$ cat config.mk
export PLATFORM = sky130hd
export DESIGN_NAME = isp_loader
export DESIGN_NICKNAME = d
export VERILOG_FILES = /design/src/rtl/isp_loader.sv
export SDC_FILE = /design/constraint.sdc
export NUM_CORES = 1
export LEC_CHECK = 0
export BUFFER_PORTS_ARGS = -buffer_cell sky130_fd_sc_hd__buf_2
export CAP_MARGIN = 20
export CELL_PAD_IN_SITES_DETAIL_PLACEMENT = 1
export CELL_PAD_IN_SITES_GLOBAL_PLACEMENT = 1
export CORE_MARGIN = 2
export CORE_UTILIZATION = 49
export DETAILED_ROUTE_END_ITERATION = 16
export GPL_ROUTABILITY_DRIVEN = 1
export PLACE_DENSITY = 0.84
export SETUP_SLACK_MARGIN = 0.05
export SYNTH_ARGS = -nofsm -noshare
export SYNTH_HDL_FRONTEND = slang
export SYNTH_SLANG_ARGS = --single-unit
$ cat constraint.sdc
create_clock -name clk_i -period 15.25 [get_ports clk_i]
set_input_delay 4.575 -clock clk_i [delete_from_list [all_inputs] [get_ports clk_i]]
set_output_delay 4.575 -clock clk_i [all_outputs]
set_load 0.005 [all_outputs]
$ cat src/rtl/isp_loader.sv
// isp_loader: in-system programming loader.
//
// Parses a framed program image from a UART byte stream and writes it into
// instruction RAM as a Wishbone classic master. Holds the core in reset until
// a frame has loaded successfully.
//
// Frame: SYNC_BYTE, ADDR (4B LE), LEN (2B LE word count N), DATA (4N B LE),
// and an optional SUM byte (mod-256 sum of every byte after SYNC).
//
// Build option: define ISP_CHECKSUM_EN to expect and verify the SUM byte.
//
// Ports:
//   clk_i, rst_i              clock, asynchronous active-high reset
//   isp_data_i, isp_valid_i   received byte and its one-cycle strobe
//   wb_*                      Wishbone classic write master (sel always 4'hF)
//   core_rst_o                high holds the core in reset
//   busy_o                    a frame is being parsed
//   done_o                    image loaded successfully
//   err_o                     the last frame failed
module isp_loader #(
    parameter logic [7:0]  SYNC_BYTE      = 8'hA5,
    parameter int unsigned TIMEOUT_CYCLES = 1_000_000
) (
    input  logic        clk_i,
    input  logic        rst_i,
    input  logic [7:0]  isp_data_i,
    input  logic        isp_valid_i,
    output logic        wb_cyc_o,
    output logic        wb_stb_o,
    output logic        wb_we_o,
    output logic [31:0] wb_adr_o,
    output logic [31:0] wb_dat_o,
    output logic [3:0]  wb_sel_o,
    input  logic        wb_ack_i,
    input  logic        wb_err_i,
    output logic        core_rst_o,
    output logic        busy_o,
    output logic        done_o,
    output logic        err_o
);

    localparam int unsigned TmoW = $clog2(TIMEOUT_CYCLES + 1);
    localparam logic [TmoW-1:0] TmoMax = TmoW'(TIMEOUT_CYCLES);

    typedef enum logic [2:0] {
        StIdle, StAddr, StLen, StData, StSum, StDone, StErr
    } state_e;

`ifdef ISP_CHECKSUM_EN
    localparam state_e StTail = StSum;
`else
    localparam state_e StTail = StDone;
`endif

    state_e          state_q, state_d;
    logic [1:0]      byte_cnt_q, byte_cnt_d;
    logic [31:0]     addr_q, addr_d;      // ADDR shift register, then next write address
    logic [15:0]     len_q, len_d;
    logic [15:0]     words_q, words_d;    // words issued so far
    logic [31:0]     word_q, word_d;      // data word being assembled
    logic            cyc_q, cyc_d;
    logic [31:0]     wb_adr_q, wb_adr_d;
    logic [31:0]     wb_dat_q, wb_dat_d;
    logic [TmoW-1:0] tmo_q, tmo_d;
`ifdef ISP_CHECKSUM_EN
    logic [7:0]      sum_q, sum_d;
`endif

    logic        busy;
    logic        take;     // byte belongs to the frame payload (ADDR/LEN/DATA)
    logic        restart;  // SYNC accepted
    logic [31:0] addr_sh;
    logic [15:0] len_sh;
    logic [31:0] word_sh;

    assign busy = (state_q == StAddr) || (state_q == StLen) ||
                  (state_q == StData) || (state_q == StSum);

    always_comb begin
        state_d    = state_q;
        byte_cnt_d = byte_cnt_q;
        addr_d     = addr_q;
        len_d      = len_q;
        words_d    = words_q;
        word_d     = word_q;
        cyc_d      = cyc_q;
        wb_adr_d   = wb_adr_q;
        wb_dat_d   = wb_dat_q;

        addr_sh = {isp_data_i, addr_q[31:8]};
        len_sh  = {isp_data_i, len_q[15:8]};
        word_sh = {isp_data_i, word_q[31:8]};

        // A restart from ERR waits until any write still in flight has finished.
        restart = isp_valid_i && (isp_data_i == SYNC_BYTE) &&
                  ((state_q == StIdle) || ((state_q == StErr) && !cyc_q));
        // Once all N words are issued, DATA only waits for the last ack.
        take = isp_valid_i && ((state_q == StAddr) || (state_q == StLen) ||
                               ((state_q == StData) && (words_q != len_q)));

        if (isp_valid_i) begin
            tmo_d = '0;
        end else if (tmo_q != TmoMax) begin
            tmo_d = tmo_q + 1'b1;
        end else begin
            tmo_d = tmo_q;
        end

        if (take) begin
            byte_cnt_d = byte_cnt_q + 2'd1;
        end
        if (cyc_q && (wb_ack_i || wb_err_i)) begin
            cyc_d = 1'b0;
        end

        unique case (state_q)
            StIdle, StErr: begin
                if (restart) begin
                    state_d    = StAddr;
                    byte_cnt_d = '0;
                    words_d    = '0;
                end
            end
            StAddr: begin
                if (take) begin
                    addr_d = addr_sh;
                    if (byte_cnt_q == 2'd3) begin
                        state_d = (addr_sh[1:0] != 2'b00) ? StErr : StLen;
                    end
                end
            end
            StLen: begin
                if (take) begin
                    len_d = len_sh;
                    if (byte_cnt_q == 2'd1) begin
                        byte_cnt_d = '0;
                        state_d    = (len_sh == 16'd0) ? StTail : StData;
                    end
                end
            end
            StData: begin
                if (cyc_q && wb_err_i) begin
                    state_d = StErr;
                end else if (cyc_q && wb_ack_i && (words_q == len_q)) begin
                    state_d = StTail;
                end else if (take) begin
                    word_d = word_sh;
                    if (byte_cnt_q == 2'd3) begin
                        if (cyc_q && !wb_ack_i) begin
                            // Overflow: previous write still pending; it is left to finish.
                            state_d = StErr;
                        end else begin
                            cyc_d    = 1'b1;
                            wb_adr_d = addr_q;
                            wb_dat_d = word_sh;
                            addr_d   = addr_q + 32'd4;
                            words_d  = words_q + 16'd1;
                        end
                    end
                end
            end
            StSum: begin
`ifdef ISP_CHECKSUM_EN
                if (isp_valid_i) begin
                    state_d = (isp_data_i == sum_q) ? StDone : StErr;
                end
`else
                state_d = StErr;
`endif
            end
            StDone: begin
            end
            default: state_d = StIdle;
        endcase

        if (busy && !isp_valid_i && !cyc_q && (tmo_q == TmoMax)) begin
            state_d = StErr;
        end
    end

`ifdef ISP_CHECKSUM_EN
    always_comb begin
        sum_d = sum_q;
        if (restart) begin
            sum_d = '0;
        end else if (take) begin
            sum_d = sum_q + isp_data_i;
        end
    end

    always_ff @(posedge clk_i or posedge rst_i) begin
        if (rst_i) begin
            sum_q <= '0;
        end else begin
            sum_q <= sum_d;
        end
    end
`endif

    always_ff @(posedge clk_i or posedge rst_i) begin
        if (rst_i) begin
            state_q    <= StIdle;
            byte_cnt_q <= '0;
            addr_q     <= '0;
            len_q      <= '0;
            words_q    <= '0;
            word_q     <= '0;
            cyc_q      <= 1'b0;
            wb_adr_q   <= '0;
            wb_dat_q   <= '0;
            tmo_q      <= '0;
        end else begin
            state_q    <= state_d;
            byte_cnt_q <= byte_cnt_d;
            addr_q     <= addr_d;
            len_q      <= len_d;
            words_q    <= words_d;
            word_q     <= word_d;
            cyc_q      <= cyc_d;
            wb_adr_q   <= wb_adr_d;
            wb_dat_q   <= wb_dat_d;
            tmo_q      <= tmo_d;
        end
    end

    assign wb_cyc_o   = cyc_q;
    assign wb_stb_o   = cyc_q;
    assign wb_we_o    = cyc_q;
    assign wb_adr_o   = wb_adr_q;
    assign wb_dat_o   = wb_dat_q;
    assign wb_sel_o   = 4'hF;
    assign core_rst_o = (state_q != StDone);
    assign busy_o     = busy;
    assign done_o     = (state_q == StDone);
    assign err_o      = (state_q == StErr);

endmodule

==> summary.txt, run 1 <==
Worst setup path
  – CP Max Fanout: 69
  – Kind of end point of the critical path: register
  – Critical path launch point type: primary input
  – Path type of the worst setup path: primary input to register
  – Endpoint required time on the critical path: 15.55 ns
  – Crit path arrival time: 7.18 ns

Layout
  – Layout cells sized above 1: 0.193
  – Number of non-filler instances in the completed layout: 1207
  – Highest-count cells in the layout ignoring fill and taps: 244 x sky130_fd_sc_hd__nand2_1, 178 x sky130_fd_sc_hd__dfrtp_1, 83 x sky130_fd_sc_hd__buf_2
  – Post-route design area: 9660 µm²
  – Antenna cells: 0
  – Number of fill cells in the layout: 2047
  – Total Nets Final: 988
  – Most frequent standard cell in the layout excluding fill and tap cells: sky130_fd_sc_hd__nand2_1
  – Area growth syn-to-layout: 13.3%
  – Core Util, Final: 0.562

Detailed routing
  – Number of optimization iterations in the first detailed-route pass: 5
  – Post-route DRC: 0
  – Starting DRT DRC Count: 524
  – Number of nets with antenna violations after routing: 0
  – DRT Wirelength: 24500 µm
  – Post-DR vias/cell: 5.94
  – Routed length per placed instance: 20.3 µm
  – Via count of the routed design: 7172

Global route
  – Vias in the first global route: 7363
  – GRT met2 Usage: 0.473
  – Combined global-route utilization of all metal layers: 0.273
  – Initial antenna violation count: 0
  – Met1 usage: 0.350
  – Largest net degree at the start of global routing: 70
  – Met3 track demand over resource: 0.0470
  – Busiest grt layer: met2
  – Wire length of the first global-routing pass: 39200 µm
  – Final global-route overflow total: 0

CTS
  – Clock buffer count from CTS: 17
  – PostCTS Resize Cnt: 0
  – Clk sink count: 178
  – CTS tree: done
  – # H-tree levels: 4
  – Count of hold-fix buffers inserted at cts: 0
  – Post-CTS Setup Bufs: 0
  – Clock Latency Late Sink: 0.44 ns
  – Master cell of the clock root buffer: sky130_fd_sc_hd__clkbuf_16
  – Maximum buffer depth of the clock tree: 2
  – Clk slew on worst S/H paths: 0.07 ns

STA
  – Unrepaired setup endpoints after global routing: no
  – Final Hold Vio Count: 0
  – Final worst path period share: 0.451
  – Max-slew violation total from the final report: 0
  – Tmin final: 6.88 ns
  – Accumulated negative setup slack: 0 ns
  – Slew headroom: 0.231
  – Highest clock rate: 0.145 GHz
  – Transition time at the pin with the least slew margin: 1.14 ns
  – Clock tree skew after final layout: 0.0140 ns
  – Final setup vio count: 0

Power and ir drop
  – Leakage power total: 4.68 nW
  – Maximum vdd drop: 0.0947 mV
  – Power Dens Cells: 149 nW/µm²

Floorplan
  – Core Box Area: 17200 µm²
  – Area of the die: 18500 µm²
  – # IOs: 88
  – Row count: 48
  – Starting utilization of the core area: 0.496
  – Die X-Extent: 136 µm
  – Die height: 136 µm

Synthesis
  – Post-synthesis instance total: 911
  – Predominant post-synthesis flop cell: sky130_fd_sc_hd__dfrtp_1
  – Cell type contributing the most total cell area after synthesis: sky130_fd_sc_hd__dfrtp_1
  – Register area share after synthesis: 0.522
  – Number of synthesized flops with an enable pin: 0
  – Post-Synthesis Cell Area: 8530 µm²
  – Yosys Warn Count: 0
  – Number of synthesized register bits: 178
  – Post-synth top area share: 0.522
  – Asr flop ratio synth: 1.00
  – Mean post-synth cell area: 9.36 µm²
  – Count of different cell masters after synthesis: 62
  – Top cells by area in the synthesized netlist: sky130_fd_sc_hd__dfrtp_1 52%, sky130_fd_sc_hd__nand2_1 11%, sky130_fd_sc_hd__mux2_2 5.7%

Placement
  – Placed Cells incl. Taps: 1174
  – Placed cell area: 9070 µm²
  – Final weighted congestion in routability-driven placement: 0.843
  – Number of input and output port buffers inserted: 83
  – Detailed-placement wirelength estimate: 15600 µm

Run
  – Maximum Capacitance Violations: 0

Outcome
  – Result of the run: finished, final reports clean

Worst hold path
  – Type of the most critical hold path: register to register
kinds of logic (layout without fill, tap and decap cells):
family          after synthesis  in the layout  share of synthesized area
mux                          47             47                     0.0615
xor+xnor                     36             36                     0.0370
other cells                   1              4                   0.000440
fa+ha+maj                     6              6                    0.00880
simple gates                403            403                      0.216
compound gates              167            167                      0.116
flops                       178            178                      0.522
buf+inv                      73            141                     0.0377
power by group:
part	switching (W)	internal, W	leakage, nW
combinational	0.000206	0.000144	2.05
sequential	0.000122	0.000546	2.37
clock	0.000204	0.000214	0.264
total	0.000532	0.000905	4.68
registers in the layout, summed over array words and instances (netlist names):
name        cells
wb_adr_o       32
wb_dat_o       32
tmo_q          20
addr_q         32
state_q         3
word_q         24
byte_cnt_q      2
wb_cyc_o        1
words_q        16
len_q          16
path summary, 6_finish.rpt:
kind                                          startpoint                        to  slack (ns)  depth (start not counted)
worst max-delay path                         isp_valid_i    words_q[7]$_DFFE_PP0P_        8.37                          8
worst min-delay path            wb_dat_o[28]$_DFFE_PP0P_  wb_dat_o[28]$_DFFE_PP0P_        0.47                          2
worst max register to register    state_q[1]$_DFFE_PP0P_    words_q[7]$_DFFE_PP0P_       12.29                          7
worst min register to register  wb_dat_o[28]$_DFFE_PP0P_  wb_dat_o[28]$_DFFE_PP0P_        0.47                          2
max in group asynchronous                          rst_i     len_q[15]$_DFFE_PP0P_        9.76                          3
min in group asynchronous                          rst_i      tmo_q[7]$_DFFE_PP0P_        4.22                          2
worst max-delay path: stages:
cell                       delay [ns]
sky130_fd_sc_hd__buf_2           0.38
sky130_fd_sc_hd__nor2b_2         0.35
sky130_fd_sc_hd__nand3b_1        0.18
sky130_fd_sc_hd__nand2b_1        0.25
sky130_fd_sc_hd__or3_2           0.62
sky130_fd_sc_hd__buf_4           0.41
sky130_fd_sc_hd__o21ai_0         0.31
sky130_fd_sc_hd__a21oi_1         0.10
routing by layer:
metal | part of all wire | vias to the layer above
li1 | - | 3273
met2 | 0.52 | 155
met5 | 0 | -
met3 | 0.033 | 35
met4 | 0.016 | 0
met1 | 0.43 | 3709
stage by stage:
stage          setup WS (ns)  hold WS (ns)  total power, W
2_1_floorplan           5.84         0.435        0.000896
3_3_place_gp            8.06         0.447        0.000992
3_5_place_dp            8.00         0.457         0.00101
4_1_cts                 8.45         0.473         0.00144
5_1_grt                 8.20         0.496         0.00151
6_report                8.37         0.471         0.00144
cells in the mapped netlist, types with 6 or more instances:
library cell / number
sky130_fd_sc_hd__nand3_1: 25
sky130_fd_sc_hd__nor3_1: 9
sky130_fd_sc_hd__buf_4: 6
sky130_fd_sc_hd__mux2_2: 43
sky130_fd_sc_hd__or3_1: 8
sky130_fd_sc_hd__clkbuf_1: 32
sky130_fd_sc_hd__dfrtp_1: 178
sky130_fd_sc_hd__nand2_1: 244
sky130_fd_sc_hd__nor4_1: 13
sky130_fd_sc_hd__nand4_1: 20
sky130_fd_sc_hd__a31oi_1: 22
sky130_fd_sc_hd__and3_1: 10
sky130_fd_sc_hd__xor2_1: 12
sky130_fd_sc_hd__ha_1: 6
sky130_fd_sc_hd__and4_1: 6
sky130_fd_sc_hd__o22ai_1: 13
sky130_fd_sc_hd__a21oi_1: 60
sky130_fd_sc_hd__buf_2: 14
sky130_fd_sc_hd__inv_1: 13
sky130_fd_sc_hd__o21ai_0: 36
sky130_fd_sc_hd__nor2_1: 42
sky130_fd_sc_hd__xnor2_1: 24
final cells by class:
type | instances | area (µm²) | area share
clock buffers | 18 | 429 | 0.0444
clock inverters | 14 | 128 | 0.0132
inverters | 15 | 61.3 | 0.00635
multi-input cells | 663 | 3790 | 0.392
flip-flops and latches | 178 | 4450 | 0.461
well taps | 225 | 282 | 0.0291
repair buffers | 94 | 518 | 0.0536
(Power assumes the default switching activity.)
==> inputs of run 2 (changes only) <==
Settings changed: CORE_UTILIZATION 49 to 46, PLACE_DENSITY 0.84 to 0.79.
Clock period 15.25 ns to 6.7 ns, I/O delays scaled along.
==> summary.txt, run 2 (synthesis gave the netlist of run 1 again) <==
Power and ir drop
  – Power, Total: 0.00336 W
  – Share of total power in combinational logic: 0.232
  – Net switching power: 0.00117 W
  – Clock Power Share: 0.315
  – Power Dens Cells: 345 nW/µm²
  – Maximum vdd drop: 0.184 mV
  – Part of the total power dissipated in sequential elements: 0.453
  – Switching Fraction: 0.348
  – Leakage power total: 4.70 nW
  – Internal power contribution: 0.00219 W

Placement
  – Final weighted congestion in routability-driven placement: 0.869
  – Detailed-placement wirelength estimate: 14600 µm
  – Placed Cells incl. Taps: 1179
  – Number of input and output port buffers inserted: 83

STA
  – Transition time at the pin with the least slew margin: 1.08 ns
  – Tmin final: 4.56 ns
  – Accumulated negative setup slack: 0 ns
  – Final setup vio count: 0
  – Final worst path period share: 0.680
  – Unrepaired setup endpoints after global routing: no
  – Final Hold Vio Count: 0
  – Highest clock rate: 0.219 GHz
  – Clock tree skew after final layout: 0.0103 ns
  – Slew headroom: 0.274
  – Max-slew violation total from the final report: 0

Layout
  – Antenna cells: 0
  – Layout cells sized above 1: 0.194
  – Highest-count cells in the layout ignoring fill and taps: 244 x sky130_fd_sc_hd__nand2_1, 178 x sky130_fd_sc_hd__dfrtp_1, 83 x sky130_fd_sc_hd__buf_2
  – Area growth syn-to-layout: 14.0%
  – Total Nets Final: 988
  – Most frequent standard cell in the layout excluding fill and tap cells: sky130_fd_sc_hd__nand2_1
  – Number of non-filler instances in the completed layout: 1210

Detailed routing
  – Number of optimization iterations in the first detailed-route pass: 13
  – Number of nets with antenna violations after routing: 0
  – Post-route DRC: 2
  – Via count of the routed design: 6995
  – Routed length per placed instance: 19.3 µm
  – Starting DRT DRC Count: 429
  – Post-DR vias/cell: 5.78
  – DRT Wirelength: 23400 µm

Floorplan
  – Die height: 140 µm
  – Die X-Extent: 140 µm
  – Core Box Area: 18100 µm²
  – Area of the die: 19600 µm²
  – Starting utilization of the core area: 0.471
  – Row count: 49
  – # IOs: 88

Global route
  – Vias in the first global route: 7141
  – Wire length of the first global-routing pass: 38700 µm
  – Initial antenna violation count: 0
  – Combined global-route utilization of all metal layers: 0.247
  – Final global-route overflow total: 0
  – Largest net degree at the start of global routing: 179

Outcome
  – Result of the run: complete, but fails checks
  – Violations in the final reports: design-rule violations

Worst setup path
  – Kind of end point of the critical path: register
  – Worst r2r path cells: 7
  – RR Endpoint: words_q[5]$_DFFE_PP0P_
  – Critical path capture point: words_q[5]$_DFFE_PP0P_
  – Endpoint required time on the critical path: 7.05 ns
  – R2r setup slk: 3.52 ns
  – Worst R2R Start: state_q[1]$_DFFE_PP0P_
  – Critical Path Start: isp_valid_i
  – CP Max Fanout: 40
  – Path type of the worst setup path: primary input to register
  – Crit path arrival time: 4.91 ns
  – Critical path launch point type: primary input

CTS
  – Clock Latency Late Sink: 0.43 ns
  – PostCTS Resize Cnt: 0
  – Master cell of the clock root buffer: sky130_fd_sc_hd__clkbuf_16
  – Post-CTS Setup Bufs: 0
  – Clk sink count: 178
  – Maximum buffer depth of the clock tree: 2
  – Clock buffer count from CTS: 17
  – Clk slew on worst S/H paths: 0.06 ns
  – CTS tree: done
  – # H-tree levels: 4
  – Count of hold-fix buffers inserted at cts: 0

Run
  – Maximum Capacitance Violations: 0

Worst hold path
  – Type of the most critical hold path: register to register
[run 2: cell types whose count changed in the layout (fill, tap and decap cells not counted)]
cell	previous run	this run
sky130_fd_sc_hd__buf_12	0	1
sky130_fd_sc_hd__clkbuf_8	0	3
sky130_fd_sc_hd__clkinvlp_4	3	4
sky130_fd_sc_hd__inv_6	4	1
sky130_fd_sc_hd__clkbuf_1	1	0
sky130_fd_sc_hd__clkinv_8	1	0
sky130_fd_sc_hd__clkinv_4	4	3
sky130_fd_sc_hd__bufinv_16	0	3
sky130_fd_sc_hd__inv_8	2	0
sky130_fd_sc_hd__buf_16	1	0
[run 2: worst max-delay path: stages]
cell and delay [ns]:
sky130_fd_sc_hd__buf_2 0.37, sky130_fd_sc_hd__nor2b_2 0.33, sky130_fd_sc_hd__nand3b_1 0.18, sky130_fd_sc_hd__nand2b_1 0.24
sky130_fd_sc_hd__or3_2 0.69, sky130_fd_sc_hd__buf_4 0.37, sky130_fd_sc_hd__or4_1 0.53, sky130_fd_sc_hd__a21oi_1 0.15
[run 2: how the worst min path moves through the flow]
| stage | from | endpoint | slack, ns | depth (start not counted) |
|---|---|---|---|---|
| floorplan | addr_q[0]$_DFFE_PP0P_ | wb_adr_o[0]$_DFFE_PP0P_ | 0.43 | 2 |
| CTS | word_q[8]$_DFFE_PP0P_ | wb_dat_o[0]$_DFFE_PP0P_ | 0.47 | 2 |
| global route | word_q[8]$_DFFE_PP0P_ | wb_dat_o[0]$_DFFE_PP0P_ | 0.50 | 2 |
| detailed placement | wb_adr_o[21]$_DFFE_PP0P_ | wb_adr_o[21]$_DFFE_PP0P_ | 0.46 | 2 |
| global placement | word_q[11]$_DFFE_PP0P_ | wb_dat_o[3]$_DFFE_PP0P_ | 0.45 | 2 |
| finish | word_q[8]$_DFFE_PP0P_ | wb_dat_o[0]$_DFFE_PP0P_ | 0.47 | 2 |
[run 2: through the flow]
step,hold slack (ns),worst slack (ns),utilization,instance area [µm²]
2_1_floorplan,0.435,2.41,-,8540
3_3_place_gp,0.452,1.76,0.503,9100
3_5_place_dp,0.459,1.71,0.503,9100
4_1_cts,0.474,2.13,0.537,9720
5_1_grt,0.499,1.93,0.537,9720
6_report,0.466,2.14,0.537,9720
[run 2: layer usage]
| metal | up-vias | part of all wire | track usage |
|---|---|---|---|
| met3 | 24 | 0.035 | 0.0417 |
| met5 | - | 0 | 0 |
| met2 | 139 | 0.49 | 0.403 |
| met1 | 3553 | 0.46 | 0.344 |
| met4 | 0 | 0.013 | 0.0638 |
| li1 | 3279 | - | - |
[run 2: area by class of cell]
class | instances | area [µm²]
Fill cell | 2092 | 8370
Clock inverter | 11 | 153
Tap cell | 229 | 287
Multi-Input combinational cell | 663 | 3790
Clock buffer | 20 | 467
Timing Repair Buffer | 94 | 510
Sequential cell | 178 | 4450
Inverter | 15 | 60.1
[run 2: power groups by stage]
stage / Clock (W) / Sequential [W] / Combinational, W
final: 0.00106 / 0.00152 / 0.000780
after global routing: 0.00111 / 0.00155 / 0.000872
after global placement: 0 / 0.00153 / 0.000738
after CTS: 0.00107 / 0.00152 / 0.000784
after detailed placement: 0 / 0.00153 / 0.000766
after floorplan: 0 / 0.00140 / 0.000643
